===== config.mk =====
export PLATFORM = sky130hd
export DESIGN_NAME = multicycle_control_fsm
export DESIGN_NICKNAME = d
export VERILOG_FILES = /design/src/rtl/multicycle_control_fsm.sv
export SDC_FILE = /design/constraint.sdc
export NUM_CORES = 1
export LEC_CHECK = 0
export ABC_AREA = 1
export BUFFER_PORTS_ARGS = -buffer_cell sky130_fd_sc_hd__buf_2
export CAP_MARGIN = 20
export CORE_UTILIZATION = 37
export CTS_CLUSTER_SIZE = 10
export DETAILED_ROUTE_END_ITERATION = 6
export PLACE_DENSITY = 0.83
export SLEW_MARGIN = 20
export SYNTH_ARGS = -nofsm -noshare
export SYNTH_HDL_FRONTEND = slang
export SYNTH_SLANG_ARGS = --single-unit

===== constraint.sdc =====
create_clock -name clk -period 1 [get_ports clk]
set_input_delay 0.15 -clock clk [delete_from_list [all_inputs] [get_ports clk]]
set_output_delay 0.15 -clock clk [all_outputs]
set_load 0.005 [all_outputs]

===== src/rtl/multicycle_control_fsm.sv =====
// multicycle_control_fsm: main sequencer for the multicycle RV32I datapath
module multicycle_control_fsm (
  input  logic       clk,
  input  logic       rst,
  input  logic [6:0] op,
  input  logic       zero,
  input  logic       mem_ready,
  output logic       PCWrite,
  output logic       AdrSrc,
  output logic       MemWrite,
  output logic       IRWrite,
  output logic [1:0] ResultSrc,
  output logic [1:0] ALUSrcA,
  output logic [1:0] ALUSrcB,
  output logic [1:0] ALUOp,
  output logic       RegWrite,
  output logic [1:0] ImmSrc,
  output logic       instr_done,
  output logic       illegal_op,
  output logic [3:0] state
);
  localparam logic [6:0] OP_LW = 7'b0000011, OP_SW = 7'b0100011, OP_R = 7'b0110011;
  localparam logic [6:0] OP_I = 7'b0010011, OP_BEQ = 7'b1100011, OP_JAL = 7'b1101111;
  typedef enum logic [3:0] {
    FETCH, DECODE, MEMADR, MEMREAD, MEMWB, MEMWRITE,
    EXECUTER, EXECUTEI, ALUWB, BEQ, JAL
  } state_t;
  state_t state_q, state_d;
  logic pc_update, branch;
  always_ff @(posedge clk or posedge rst)
    if (rst) state_q <= FETCH;
    else     state_q <= state_d;
  assign state  = state_q;
  assign ImmSrc = op == OP_SW  ? 2'b01 :
                  op == OP_BEQ ? 2'b10 :
                  op == OP_JAL ? 2'b11 : 2'b00;
  always_comb begin
    state_d    = state_q;
    pc_update  = 1'b0;
    branch     = 1'b0;
    AdrSrc     = 1'b0;
    MemWrite   = 1'b0;
    IRWrite    = 1'b0;
    ResultSrc  = 2'b00;
    ALUSrcA    = 2'b00;
    ALUSrcB    = 2'b00;
    ALUOp      = 2'b00;
    RegWrite   = 1'b0;
    instr_done = 1'b0;
    illegal_op = 1'b0;
    case (state_q)
      FETCH: begin
        ALUSrcB   = 2'b10;
        ResultSrc = 2'b10;
        IRWrite   = mem_ready;
        pc_update = mem_ready;
        state_d   = mem_ready ? DECODE : FETCH;
      end
      DECODE: begin
        // OldPC + imm lands in ALUOut as the branch/jump target
        ALUSrcA    = 2'b01;
        ALUSrcB    = 2'b01;
        state_d    = (op == OP_LW || op == OP_SW) ? MEMADR :
                     op == OP_R   ? EXECUTER :
                     op == OP_I   ? EXECUTEI :
                     op == OP_BEQ ? BEQ :
                     op == OP_JAL ? JAL : FETCH;
        illegal_op = state_d == FETCH;
      end
      MEMADR: begin
        ALUSrcA = 2'b10;
        ALUSrcB = 2'b01;
        state_d = op == OP_LW ? MEMREAD : op == OP_SW ? MEMWRITE : FETCH;
      end
      MEMREAD: begin
        AdrSrc  = 1'b1;
        state_d = mem_ready ? MEMWB : MEMREAD;
      end
      MEMWB: begin
        ResultSrc  = 2'b01;
        RegWrite   = 1'b1;
        instr_done = 1'b1;
        state_d    = FETCH;
      end
      MEMWRITE: begin
        AdrSrc     = 1'b1;
        MemWrite   = 1'b1;
        instr_done = mem_ready;
        state_d    = mem_ready ? FETCH : MEMWRITE;
      end
      EXECUTER: begin
        ALUSrcA = 2'b10;
        ALUOp   = 2'b10;
        state_d = ALUWB;
      end
      EXECUTEI: begin
        ALUSrcA = 2'b10;
        ALUSrcB = 2'b01;
        ALUOp   = 2'b01;
        state_d = ALUWB;
      end
      ALUWB: begin
        RegWrite   = 1'b1;
        instr_done = 1'b1;
        state_d    = FETCH;
      end
      BEQ: begin
        ALUSrcA    = 2'b10;
        ALUOp      = 2'b11;
        branch     = 1'b1;
        instr_done = 1'b1;
        state_d    = FETCH;
      end
      JAL: begin
        ALUSrcA   = 2'b01;
        ALUSrcB   = 2'b10;
        pc_update = 1'b1;
        state_d   = ALUWB;
      end
      default: state_d = FETCH;
    endcase
    PCWrite = pc_update | (branch & zero);
  end
endmodule


==> results of run 1 <==
through the flow:
stage	hold WS (ns)	area (um^2)	setup slack, ns	total power, mW
2_1_floorplan	-0.08405	519.2	-0.09142	0.2730
3_3_place_gp	0.03179	775.7	-0.2231	0.3649
3_5_place_dp	0.03562	775.7	-0.3198	0.3683
4_1_cts	0.2097	880.8	-0.4660	0.6204
5_1_grt	0.2264	923.4	-0.5765	0.6855
6_report	0.2422	923.4	-0.4868	0.6402
cell type report:
class	count	share of cell area (%)
multi-input combinational	67	41.06
clock buffer	4	2.846
timing repair buffer	47	33.47
tap	15	2.033
sequential	4	11.25
inverter	23	9.350
repair_timing:
item | CTS | global route
buffers inserted | 5 | 1
endpoints found under the setup margin | 21 | 24
hold buffers | 1 | 0
pin swaps | 5 | 4
gates resized for setup | 17 | 10
hold endpoints to repair | 4 | 0
cell families (layout without fill, tap and decap cells):
| family | count (synthesis) | count (layout) | synth area share, % |
|---|---|---|---|
| and+or+nand+nor | 62 | 62 | 57.42 |
| AOI/OAI and AO/OA | 5 | 5 | 6.324 |
| buffers and inverters | 23 | 74 | 16.79 |
| DFF | 4 | 4 | 19.47 |
worst max path at each step:
stage / startpoint / endpoint / slack (ns) / cells after the start
final: state[3] / PCWrite / -0.49 / 6
after global routing: state[3] / instr_done / -0.58 / 6
after CTS: state[3] / instr_done / -0.47 / 6
after detailed placement: state[3] / instr_done / -0.32 / 5
after global placement: state[3] / instr_done / -0.22 / 5
after floorplan: state[2] / instr_done / -0.09 / 6
where the power goes:
part | internal, mW | total, mW | switching, mW
Sequential | 0.169 | 0.179 | 0.0102
Combinational | 0.110 | 0.230 | 0.120
Clock | 0.151 | 0.231 | 0.0805
cells in the final DEF (no fill, tap or decap), drive strengths merged:
master / synthesis / routed
o31ai: 1 / 1
nand3: 8 / 8
nor3: 2 / 2
clkbuf: 0 / 4
buf: 0 / 46
o211ai: 2 / 2
dfrtp: 4 / 4
o21ai: 1 / 1
dlygate4sd3: 0 / 1
nand4: 4 / 4
nand2: 33 / 33
a21oi: 1 / 1
inv: 23 / 23
nor2: 15 / 15
layer usage:
metal / global-route usage (%) / share of wire [%] / routed length (um) / vias up
met5: 0 / 0 / 0 / -
met4: 15.52 / 3.9 / 70 / 0
met3: 6.250 / 3.5 / 63 / 8
met2: 48.33 / 54 / 958 / 26
met1: 24.04 / 39 / 694 / 345
li1: - / - / - / 393
critical path: stages, from the launching register on:
cell and delay, ns:
dfrtp_2 0.44, inv_2 0.12, nand2_4 0.08, inv_2 0.08, nand2_2 0.08, o211ai_1 0.16, buf_2 0.14
==> results.cfg, run 1 <==
[sta]
final.setup.worst_slack_ns = -0.4868
setup_violations = 21
setup_tns_ns = -7.752
timing.fmax_mhz = 672.6
worstMarginPinSlew_ns = 0.2067
fin_crit_sh_pct = 148.7
hold_viol_final = 0
rsz0062_at_grt = yes
period_minus_slack_ns = 1.487
drv_slew = 0
slew_headroom_pct = 86.17
fin_skew_ns = 0.001168

[setup_path]
required_ns = 0.85
crit_path_end_kind = output port
r2r_slack_ns = -0.33
r2r_end = state[0]
cp_max_fo = 4
critPathLaunchType = register
r2r-start = state[2]
reg2reg_depth = 10
crit_type = reg2out
worstPathArrival_ns = 1.34

[yosys]
synth_edf_count = 0
syn-num-nets = 105
synth_area_per_cell_um2 = 5.471
synth_flop_cell = dfrtp_1
yosys_register_bits = 4
async_flop_share_pct = 100.0
synthTopCellsByArea = nand2_1 23%, dfrtp_1 19%, inv_1 15%
synth_commonest_cells = 31 x nand2_1, 21 x inv_1, 9 x nor2_1, 8 x nand3_1
yosys_warnings = 0
yosysMostFrequentCell = nand2_1
synth_cells = 94
syn-cell-area_um2 = 514.2
synth_top_area_share_pct = 22.63
seq_area_frac_synth_pct = 19.46
yosysTopAreaCell = nand2_1
synth_cell_types = 15

[placed_design]
dp.cells = 151
port_buffers = 31
gp_congestion = 0.8067
dp_hpwl_um = 1279

[power]
leakage_nw = 0.5771
p_per_area_nw_per_um2 = 693.3
peakVddDrop_v = 0.0007730

[cts]
cts_max_level = 1
path_clk_slew_ns = 0.04
cts_num_sinks = 4
clk_latency_ns = 0.24
clockBufferDepth = 2
cts_buffers = 3
tritoncts = done
cts_root_buf = clkbuf_4

[run]
maxCapViolCount = 0

[routing]
dr.pass1.iters = 2
wl_per_cell_um = 11.16
viasPerCell = 4.825
final_antenna_net_count = 0
wl_um = 1786
drc = 0
dr_total_vias = 772
dr.first_iter.drc_count = 2

[finish]
largest_register_ff_count = 4
register_area_um2 = 103.9
diodes = 0
nFillCells = 117
finalNonFillerCells = 160
drive_gt1_share_pct = 55.17
nNetsFinal = 157
area_growth_pct = 79.56
fin_util_pct = 70.96
multi_input_area_um2 = 379.1

[worst_hold_path]
hold_start = mem_ready
holdPathEnd = state[2]
hp-class = in2reg
whs_path_depth = 3

[global_routing]
grt_overflow = 0
grt_max_degree = 6
grt_pass1_wl_um = 2601
grt_pass1_vias = 683
track_usage_pct = 25.51
antenna_found_initial = 0

[floorplan]
fp-row-count = 13
core_area_um2 = 1301
die-area_um2 = 1543
start_util_pct = 39.52
io_pins = 32
die_h_um = 39.28
die_x_um = 39.28

[status]
outcome = finished with violations
violations = negative setup slack
(Power assumes the default switching activity.)
==> run 2, diff against run 1 <==
--- a/config.mk
+++ b/config.mk
@@ -8,10 +8,11 @@
 export ABC_AREA = 1
 export BUFFER_PORTS_ARGS = -buffer_cell sky130_fd_sc_hd__buf_2
 export CAP_MARGIN = 20
+export CORE_MARGIN = 10
 export CORE_UTILIZATION = 37
 export CTS_CLUSTER_SIZE = 10
 export DETAILED_ROUTE_END_ITERATION = 6
-export PLACE_DENSITY = 0.83
+export PLACE_DENSITY = 0.74
 export SLEW_MARGIN = 20
 export SYNTH_ARGS = -nofsm -noshare
 export SYNTH_HDL_FRONTEND = slang
==> results.cfg, run 2 (same netlist as run 1, synthesis figures left out) <==
[cts]
cts_buffers = 3
cts_root_buf = clkbuf_4
path_clk_slew_ns = 0.04
clockBufferDepth = 2
cts_max_level = 1
tritoncts = done
cts_num_sinks = 4
clk_latency_ns = 0.24

[worst_hold_path]
hp-class = in2reg
hold_start = mem_ready
whs_path_depth = 3

[sta]
fin_crit_sh_pct = 147.9
final.setup.worst_slack_ns = -0.4794
period_minus_slack_ns = 1.479
rsz0062_at_grt = yes
slew_headroom_pct = 82.05
fin_skew_ns = 0.001422
hold_viol_final = 0
timing.fmax_mhz = 676.0
setup_violations = 22
worstMarginPinSlew_ns = 0.2670
drv_slew = 0

[global_routing]
use_met2_pct = 21.40
track_usage_pct = 11.89
grt_overflow = 0
grt.met1_usage_pct = 11.82
grtUsageMet3_pct = 3.761
top_usage_layer = met2
grt_pass1_vias = 835
antenna_found_initial = 0
grt_max_degree = 6
grt_pass1_wl_um = 3353

[setup_path]
cp-startpoint = state[3]
r2r-start = state[3]
worstPathArrival_ns = 1.33
crit_path_end_kind = output port
critPathLaunchType = register
required_ns = 0.85
cp_max_fo = 4
crit_type = reg2out
reg2reg_depth = 7

[finish]
final_area_um2 = 1040
finalNonFillerCells = 164
nFillCells = 91
final_cell_mix = 28 x buf_2, 21 x nand2_1, 14 x buf_4
layout_commonest_cell = buf_2
nNetsFinal = 162
drive_gt1_share_pct = 67.11
area_growth_pct = 102.2
largest_register_ff_count = 4
diodes = 0

[floorplan]
core_area_um2 = 1301
start_util_pct = 39.52
die-area_um2 = 3281
fp-row-count = 13
die_x_um = 57.28
die_h_um = 57.28
io_pins = 32

[placed_design]
port_buffers = 31
place_area_um2 = 805.8
pre_cts_ws_ns = -0.2544
gp_congestion = 0.9580
dp.cells = 155
dp_hpwl_um = 1502

[power]
leakage_nw = 0.6177
peakVddDrop_v = 0.0004594
p_per_area_nw_per_um2 = 630.3

[routing]
dr.first_iter.drc_count = 10
wl_um = 2232
final_antenna_net_count = 0
wl_per_cell_um = 13.61
drc = 0
dr.pass1.iters = 4
viasPerCell = 4.848
dr_total_vias = 795

[run]
maxCapViolCount = 0

[status]
violations = negative setup slack
outcome = finished with violations
[run 2: cell count changes in the layout (fill, tap and decap cells not counted), moves of 3 or more]
cell     before  now
inv_1        14   10
buf_4        10   14
nor2_4        5    8
nand2_1      26   21
nor2_1        7    2
nand2_2       5    8
[run 2: metrics by stage]
step / hold slack (ns) / total power, mW / TNS, ns / utilization (%)
final: 0.2472 / 0.6554 / -7.294 / 79.90
after global routing: 0.2602 / 0.6950 / -8.485 / 79.90
after CTS: 0.2460 / 0.6029 / -6.550 / 70.00
after detailed placement: 0.02745 / 0.3788 / -3.077 / 61.92
after global placement: 0.02446 / 0.3745 / -2.457 / 61.92
after floorplan: -0.08405 / 0.2730 / -0.4707 / -
[run 2: final cells by class]
| type | count | area [um^2] | share of cell area, % |
|---|---|---|---|
| Sequential cell | 4 | 102.6 | 9.868 |
| Inverter | 23 | 91.34 | 8.785 |
| Timing Repair Buffer | 52 | 365.4 | 35.14 |
| Tap cell | 15 | 18.77 | 1.805 |
| Clock buffer | 3 | 22.52 | 2.166 |
| Multi-Input combinational cell | 67 | 439.2 | 42.24 |
[run 2: final timing paths]
check / end / slack (ns)
worst max-delay path: AdrSrc / -0.48
worst min-delay path: state[2] / 0.25
worst max register to register: state[2] / -0.27
worst min register to register: state[0] / 0.82
max in group asynchronous: state[0] / 0.48
min in group asynchronous: state[2] / 0.36
[run 2: power breakdown]
| group | switching (mW) | leakage (nW) | internal [mW] | total, mW |
|---|---|---|---|---|
| Sequential | 0.0124 | 0.0514 | 0.169 | 0.181 |
| Combinational | 0.143 | 0.552 | 0.127 | 0.270 |
| Clock | 0.0698 | 0.0138 | 0.134 | 0.204 |
[run 2: per-layer routing]
metal / vias up / wire (um)
met5: - / 0
met3: 7 / 194
met1: 354 / 856
met4: 0 / 76
li1: 398 / -
met2: 36 / 1105
[run 2: critical path: stages, from the launching register on]
cell,delay (ns)
dfrtp_1,0.43
inv_2,0.13
nand2_4,0.10
o31ai_1,0.26
buf_2,0.18
[run 2: what timing repair did]
item | in CTS | in global routing
buffers inserted | 6 | 6
hold buffers | 1 | 0
endpoints found under the hold margin | 4 | 0
pin swaps | 7 | 12
gates resized for setup | 18 | 33
setup endpoints to repair | 21 | 24
